### src/rtl/execute_stage.sv
// Execute stage: operand forwarding, 16-bit ALU with condition codes, EX/MEM
// pipeline register and the three-slot interrupt push sequencer.
module execute_stage (
    input  logic        clk,
    input  logic        rst,
    input  logic [3:0]  alu_op,
    input  logic [2:0]  Rsrc_address,
    input  logic [2:0]  Rdst_address,
    input  logic [15:0] Rsrc_value,
    input  logic [15:0] Rdst_value,
    input  logic [15:0] imm,
    input  logic        memRead,
    input  logic        memWrite,
    input  logic        WB,
    input  logic        push,
    input  logic        pop,
    input  logic [31:0] pc,
    input  logic [15:0] MEMWB_data,
    input  logic [2:0]  MEMWB_Rdst_address,
    input  logic        MEMWB_WB,
    input  logic        stall,
    input  logic        flush,
    input  logic        int_req,
    output logic [15:0] EXMEM_ALU_result,
    output logic [15:0] EXMEM_Rsrc_value,
    output logic [15:0] EXMEM_Rdst_value,
    output logic [2:0]  EXMEM_Rdst_address,
    output logic        EXMEM_memRead,
    output logic        EXMEM_memWrite,
    output logic        EXMEM_WB,
    output logic        EXMEM_push,
    output logic        EXMEM_pop,
    output logic [31:0] EXMEM_pc,
    output logic [1:0]  intCounterValue,
    output logic        intSignalFromCounter,
    output logic [15:0] flagReg,
    output logic        int_busy
);

    // State encoding doubles as the memory-stage write-data select value.
    typedef enum logic [1:0] {
        S_IDLE  = 2'b00,
        S_PC_HI = 2'b01,
        S_PC_LO = 2'b10,
        S_FLAGS = 2'b11
    } int_state_t;

    int_state_t  r_state;
    logic [31:0] r_ra;

    logic        w_exmem_fwd_ok;
    logic [15:0] w_s;
    logic [15:0] w_d;
    logic [15:0] w_result;
    logic [16:0] w_wide;
    logic [3:0]  w_shamt;
    logic        w_zn_upd;
    logic        w_c;
    logic        w_z;
    logic        w_n;
    logic [15:0] w_flags_next;

    assign int_busy = (r_state != S_IDLE);

    // A load in EX/MEM has no data yet; that case is stalled by the hazard unit.
    assign w_exmem_fwd_ok = EXMEM_WB && !EXMEM_memRead;

    always_comb begin
        if (w_exmem_fwd_ok && (EXMEM_Rdst_address == Rsrc_address))
            w_s = EXMEM_ALU_result;
        else if (MEMWB_WB && (MEMWB_Rdst_address == Rsrc_address))
            w_s = MEMWB_data;
        else
            w_s = Rsrc_value;

        if (w_exmem_fwd_ok && (EXMEM_Rdst_address == Rdst_address))
            w_d = EXMEM_ALU_result;
        else if (MEMWB_WB && (MEMWB_Rdst_address == Rdst_address))
            w_d = MEMWB_data;
        else
            w_d = Rdst_value;
    end

    assign w_shamt = imm[3:0];

    // NOTE: every output of this block gets a default first so no latch is inferred.
    always_comb begin
        w_result = w_d;
        w_wide   = 17'd0;
        w_zn_upd = 1'b0;
        w_c      = flagReg[2];
        case (alu_op)
            4'h1: begin
                w_result = ~w_d;
                w_zn_upd = 1'b1;
            end
            4'h2: begin
                w_wide   = {1'b0, w_d} + 17'd1;
                w_result = w_wide[15:0];
                w_c      = w_wide[16];
                w_zn_upd = 1'b1;
            end
            4'h3: begin
                w_wide   = {1'b0, w_d} - 17'd1;
                w_result = w_wide[15:0];
                w_c      = w_wide[16];
                w_zn_upd = 1'b1;
            end
            4'h4: begin
                w_wide   = {1'b0, w_d} + {1'b0, w_s};
                w_result = w_wide[15:0];
                w_c      = w_wide[16];
                w_zn_upd = 1'b1;
            end
            4'h5: begin
                w_wide   = {1'b0, w_d} - {1'b0, w_s};
                w_result = w_wide[15:0];
                w_c      = w_wide[16];
                w_zn_upd = 1'b1;
            end
            4'h6: begin
                w_result = w_d & w_s;
                w_zn_upd = 1'b1;
            end
            4'h7: begin
                w_result = w_d | w_s;
                w_zn_upd = 1'b1;
            end
            4'h8: begin
                // Bit 16 of the widened shift is the last bit shifted out.
                w_wide   = {1'b0, w_d} << w_shamt;
                w_result = w_wide[15:0];
                if (w_shamt != 4'd0)
                    w_c = w_wide[16];
                w_zn_upd = 1'b1;
            end
            4'h9: begin
                w_wide   = {w_d, 1'b0} >> w_shamt;
                w_result = w_wide[16:1];
                if (w_shamt != 4'd0)
                    w_c = w_wide[0];
                w_zn_upd = 1'b1;
            end
            4'hA:    w_c = 1'b1;
            4'hB:    w_c = 1'b0;
            4'hC:    w_result = w_s;
            4'hD:    w_result = imm;
            default: w_result = w_d;
        endcase
    end

    assign w_z          = w_zn_upd ? (w_result == 16'd0) : flagReg[0];
    assign w_n          = w_zn_upd ? w_result[15] : flagReg[1];
    assign w_flags_next = {13'd0, w_c, w_n, w_z};

    // NOTE: sequential state uses non-blocking assignments only.
    always_ff @(posedge clk) begin
        if (rst) begin
            EXMEM_ALU_result     <= '0;
            EXMEM_Rsrc_value     <= '0;
            EXMEM_Rdst_value     <= '0;
            EXMEM_Rdst_address   <= '0;
            EXMEM_memRead        <= 1'b0;
            EXMEM_memWrite       <= 1'b0;
            EXMEM_WB             <= 1'b0;
            EXMEM_push           <= 1'b0;
            EXMEM_pop            <= 1'b0;
            EXMEM_pc             <= '0;
            intCounterValue      <= 2'b00;
            intSignalFromCounter <= 1'b0;
            flagReg              <= '0;
            r_state              <= S_IDLE;
            r_ra                 <= '0;
        end else if (r_state != S_IDLE) begin
            // Push slot: data fields are left alone, the memory stage picks
            // the write data from intCounterValue.
            EXMEM_memRead        <= 1'b0;
            EXMEM_memWrite       <= 1'b1;
            EXMEM_WB             <= 1'b0;
            EXMEM_push           <= 1'b1;
            EXMEM_pop            <= 1'b0;
            EXMEM_pc             <= r_ra;
            intCounterValue      <= r_state;
            intSignalFromCounter <= 1'b1;
            case (r_state)
                S_PC_HI: r_state <= S_PC_LO;
                S_PC_LO: r_state <= S_FLAGS;
                default: r_state <= S_IDLE;
            endcase
        end else begin
            intCounterValue      <= 2'b00;
            intSignalFromCounter <= 1'b0;
            if (int_req) begin
                r_state <= S_PC_HI;
                r_ra    <= pc + 32'd1;
            end
            if (!stall) begin
                EXMEM_ALU_result   <= w_result;
                EXMEM_Rsrc_value   <= w_s;
                EXMEM_Rdst_value   <= w_d;
                EXMEM_Rdst_address <= Rdst_address;
                EXMEM_pc           <= pc;
                if (flush) begin
                    EXMEM_memRead  <= 1'b0;
                    EXMEM_memWrite <= 1'b0;
                    EXMEM_WB       <= 1'b0;
                    EXMEM_push     <= 1'b0;
                    EXMEM_pop      <= 1'b0;
                end else begin
                    EXMEM_memRead  <= memRead;
                    EXMEM_memWrite <= memWrite;
                    EXMEM_WB       <= WB;
                    EXMEM_push     <= push;
                    EXMEM_pop      <= pop;
                    flagReg        <= w_flags_next;
                end
            end
        end
    end

endmodule

### config.mk
export PLATFORM = sky130hd
export DESIGN_NAME = execute_stage
export DESIGN_NICKNAME = d
export VERILOG_FILES = /design/src/rtl/execute_stage.sv
export SDC_FILE = /design/constraint.sdc
export NUM_CORES = 1
export LEC_CHECK = 0
export ABC_AREA = 1
export CAP_MARGIN = 10
export CELL_PAD_IN_SITES_DETAIL_PLACEMENT = 1
export CELL_PAD_IN_SITES_GLOBAL_PLACEMENT = 2
export CORE_UTILIZATION = 30
export CTS_BUF_LIST = sky130_fd_sc_hd__clkbuf_8
export DETAILED_ROUTE_END_ITERATION = 7
export GPL_ROUTABILITY_DRIVEN = 0
export PLACE_DENSITY = 0.85
export SYNTH_ARGS = -nofsm -noshare
export SYNTH_HDL_FRONTEND = slang
export SYNTH_SLANG_ARGS = --single-unit
export TNS_END_PERCENT = 50
### constraint.sdc
create_clock -name clk -period 8.3 [get_ports clk]
set_input_delay 1.66 -clock clk [delete_from_list [all_inputs] [get_ports clk]]
set_output_delay 1.66 -clock clk [all_outputs]
set_load 0.02 [all_outputs]
==> results of run 1 <==
state kept, by name, indices dropped and copies added (netlist names):
signal,cells
EXMEM_pc,32
EXMEM_Rsrc_value,16
EXMEM_Rdst_value,16
EXMEM_ALU_result,16
EXMEM_Rdst_address,3
EXMEM_memRead,1
EXMEM_WB,1
EXMEM_memWrite,1
intSignalFromCounter,1
intCounterValue,2
flagReg,3
r_ra,32
r_state,2
EXMEM_push,1
EXMEM_pop,1
final timing paths:
check                            endpoint  slack [ns]              startpoint
hold reg to reg    EXMEM_pop$_SDFFE_PP0N_        0.47  EXMEM_pop$_SDFFE_PP0N_
hold / removal     EXMEM_pop$_SDFFE_PP0N_        0.47  EXMEM_pop$_SDFFE_PP0N_
setup reg to reg  flagReg[0]$_SDFFE_PP0P_        2.27   EXMEM_WB$_SDFFE_PP0N_
setup / recovery  flagReg[0]$_SDFFE_PP0P_        0.96         Rsrc_address[1]
per-layer routing:
metal,up-vias,share of wire
li1,7017,-
met2,580,0.46
met5,-,0.00021
met1,7173,0.42
met4,2,0.036
met3,111,0.086
critical path: cells and delay by family:
kind | cells | cell delay (ns)
simple gates | 17 | 2.76
compound gates | 5 | 1.48
buf+inv | 3 | 1.01
fa+ha+maj | 2 | 0.81
power groups by stage:
stage               Sequential (mW)  Combinational [mW]  Clock [mW]
finish                        0.921                1.72       0.666
CTS                           0.922                1.71       0.684
global placement              0.928                1.68           0
floorplan                      1.04               0.841           0
detailed placement            0.933                1.70           0
global route                  0.937                1.87       0.706
cells in the final DEF (no fill, tap or decap), types with 30 or more instances in the layout:
cell	n
a21oi_1	110
inv_1	306
nand3_1	237
o21ai_0	111
o211ai_1	59
nand2_1	531
ha_1	53
dfxtp_1	128
clkdlybuf4s50_1	213
nor2_1	187
xor2_1	30
cells in the mapped netlist, types with 15 or more instances:
cell | count | area (sq um)
o211ai_1 | 59 | 443
inv_1 | 305 | 1140
buf_1 | 18 | 67.6
o21ai_0 | 111 | 556
nand3_1 | 237 | 1190
o221ai_1 | 18 | 158
buf_4 | 16 | 120
xor2_1 | 30 | 263
nand3_2 | 17 | 170
nand2_2 | 22 | 138
nor2_1 | 188 | 706
nand4_1 | 21 | 131
ha_1 | 53 | 663
a21oi_1 | 110 | 551
nand2_1 | 531 | 1990
dfxtp_1 | 128 | 2560
nor3_1 | 15 | 75.1
clkbuf_1 | 57 | 214
per-stage QoR:
step	power (mW)	util	std cells	hold WS, ns	area [sq um]
after floorplan	1.88	-	2087	0.430	12300
after global placement	2.61	0.369	2743	0.448	14700
after detailed placement	2.63	0.369	2743	0.457	14700
after CTS	3.32	0.381	2775	0.471	15200
after global routing	3.51	0.381	2775	0.503	15200
final	3.31	0.381	2776	0.467	15200
cell type report:
class                      instances  area (sq um)  area share
inverter                         319          1200      0.0789
timing repair buffer             236          2300       0.151
tap                              525           657      0.0432
multi-input combinational       1535          7990       0.526
clock buffer                      20           275      0.0181
antenna                            1          2.50    0.000165
clock inverter                    12           213      0.0140
sequential                       128          2560       0.169
kinds of logic after synthesis:
family | after synthesis | share of synthesized area
AO/OA/AOI/OAI | 352 | 0.172
XOR/XNOR | 34 | 0.0244
adder cells (fa/ha/maj) | 55 | 0.0576
buffers and inverters | 424 | 0.140
flip-flops | 128 | 0.210
other | 1 | 0.000307
AND/OR/NAND/NOR | 1081 | 0.396
==> flow_summary.json, run 1 <==
{
  "fill_cells": 5290,
  "post_drt_wl_per_cell_um": 22.2,
  "worstRegToRegCells": 27,
  "rsz0062_at_grt": "no",
  "clk_pin_slew_ns": 0.08,
  "rows": 73,
  "cpPeakStageDelay_ns": 0.52,
  "die-width_um": 204,
  "drive_gt1_frac": 0.0622,
  "tightest_slew_ns": 1.25,
  "required_ns": 8.68,
  "via_per_inst": 5.36,
  "cts_tree": "yes",
  "ys_types": 57,
  "p_int_mw": 1.79,
  "post-dp-hpwl_mm": 48.6,
  "io_buffers": 214,
  "grt_use_total": 0.293,
  "tritoncts.num_buffers": 17,
  "synthToLayoutAreaGrowth_pct": 24.5,
  "outcome": "finished clean",
  "min_path_cells": 2,
  "use_met3": 0.0614,
  "grt_pass1_wl_mm": 91.9,
  "initial_utilization": 0.306,
  "timing.final.max_slew_violations": 0,
  "skew_ns": 0.0120,
  "share_seq_of_total_power": 0.278,
  "endpoint_kind": "flop",
  "htree_levels": 4,
  "cpMaxStageDelayCell": "clkdlybuf4s50_1",
  "firstDrtPassIters": 5,
  "finalWorstSetupSlack_ns": 0.956,
  "overflow": 0,
  "pin_count": 228,
  "die_y_um": 204,
  "busiest_layer": "met2",
  "ctsResizeCount": 0,
  "peakVddDrop_mv": 0.177,
  "synth_warnings": 0,
  "power_frac_clock": 0.201,
  "grt_pass1_vias": 15000,
  "period_share": 0.885,
  "clk_path_buf_depth": 2,
  "synth_top_flop_cell": "dfxtp_1",
  "tns_ns": 0,
  "hold_path.class": "flop to flop",
  "core_area_sq_um": 39900,
  "seq_area_frac_synth": 0.210,
  "avgSynthCellArea_sq_um": 5.89,
  "wirelength_mm": 61.6,
  "cp.arrival_ns": 7.73,
  "syn-instance-count": 2075,
  "relSlewSlack": 0.162,
  "switchingPower_mw": 1.52,
  "place_ws_ns": 0.651,
  "period_needed_ns": 7.34,
  "drt.antenna.violating_nets": 0,
  "p_per_area_nw_per_um2": 218,
  "final-setup-viol-count": 0,
  "swShare": 0.458,
  "startpoint_type": "input port",
  "cts_setup_buffers": 0,
  "drtIter0Drc": 1223,
  "p_leak_nw": 7.37,
  "async_flop_share": 0,
  "cap_violations": 0,
  "route.detailed.drc": 0,
  "p_comb_frac": 0.521,
  "grt_use_met2": 0.482,
  "antenna_found_initial": 2,
  "hold_viol_final": 0,
  "root_buffer": "clkbuf_8",
  "grt_max_degree": 92,
  "worst-path-max-fanout": 18,
  "clk_latency_ns": 0.45,
  "synth_edf_count": 0,
  "die_area_sq_um": 41500,
  "finalNetCount": 2412,
  "ctsHoldBuffers": 0,
  "max_freq_mhz": 136,
  "vias": 14900,
  "numClockSinks": 128,
  "critPathKind": "input port to flop",
  "synth_area_sq_um": 12200,
  "synth_seq_cells": 128,
  "grt_use_met1": 0.372
}
(Power assumes the default switching activity.)
==> run 2: changes to the inputs <==
--- a/config.mk
+++ b/config.mk
@@ -13,7 +13,9 @@
 export CTS_BUF_LIST = sky130_fd_sc_hd__clkbuf_8
 export DETAILED_ROUTE_END_ITERATION = 7
 export GPL_ROUTABILITY_DRIVEN = 0
+export HOLD_SLACK_MARGIN = 0.03
 export PLACE_DENSITY = 0.85
+export SLEW_MARGIN = 0
 export SYNTH_ARGS = -nofsm -noshare
 export SYNTH_HDL_FRONTEND = slang
 export SYNTH_SLANG_ARGS = --single-unit
==> results of run 2 <==
Final layout, timing and power as in run 1 (identical DEF).
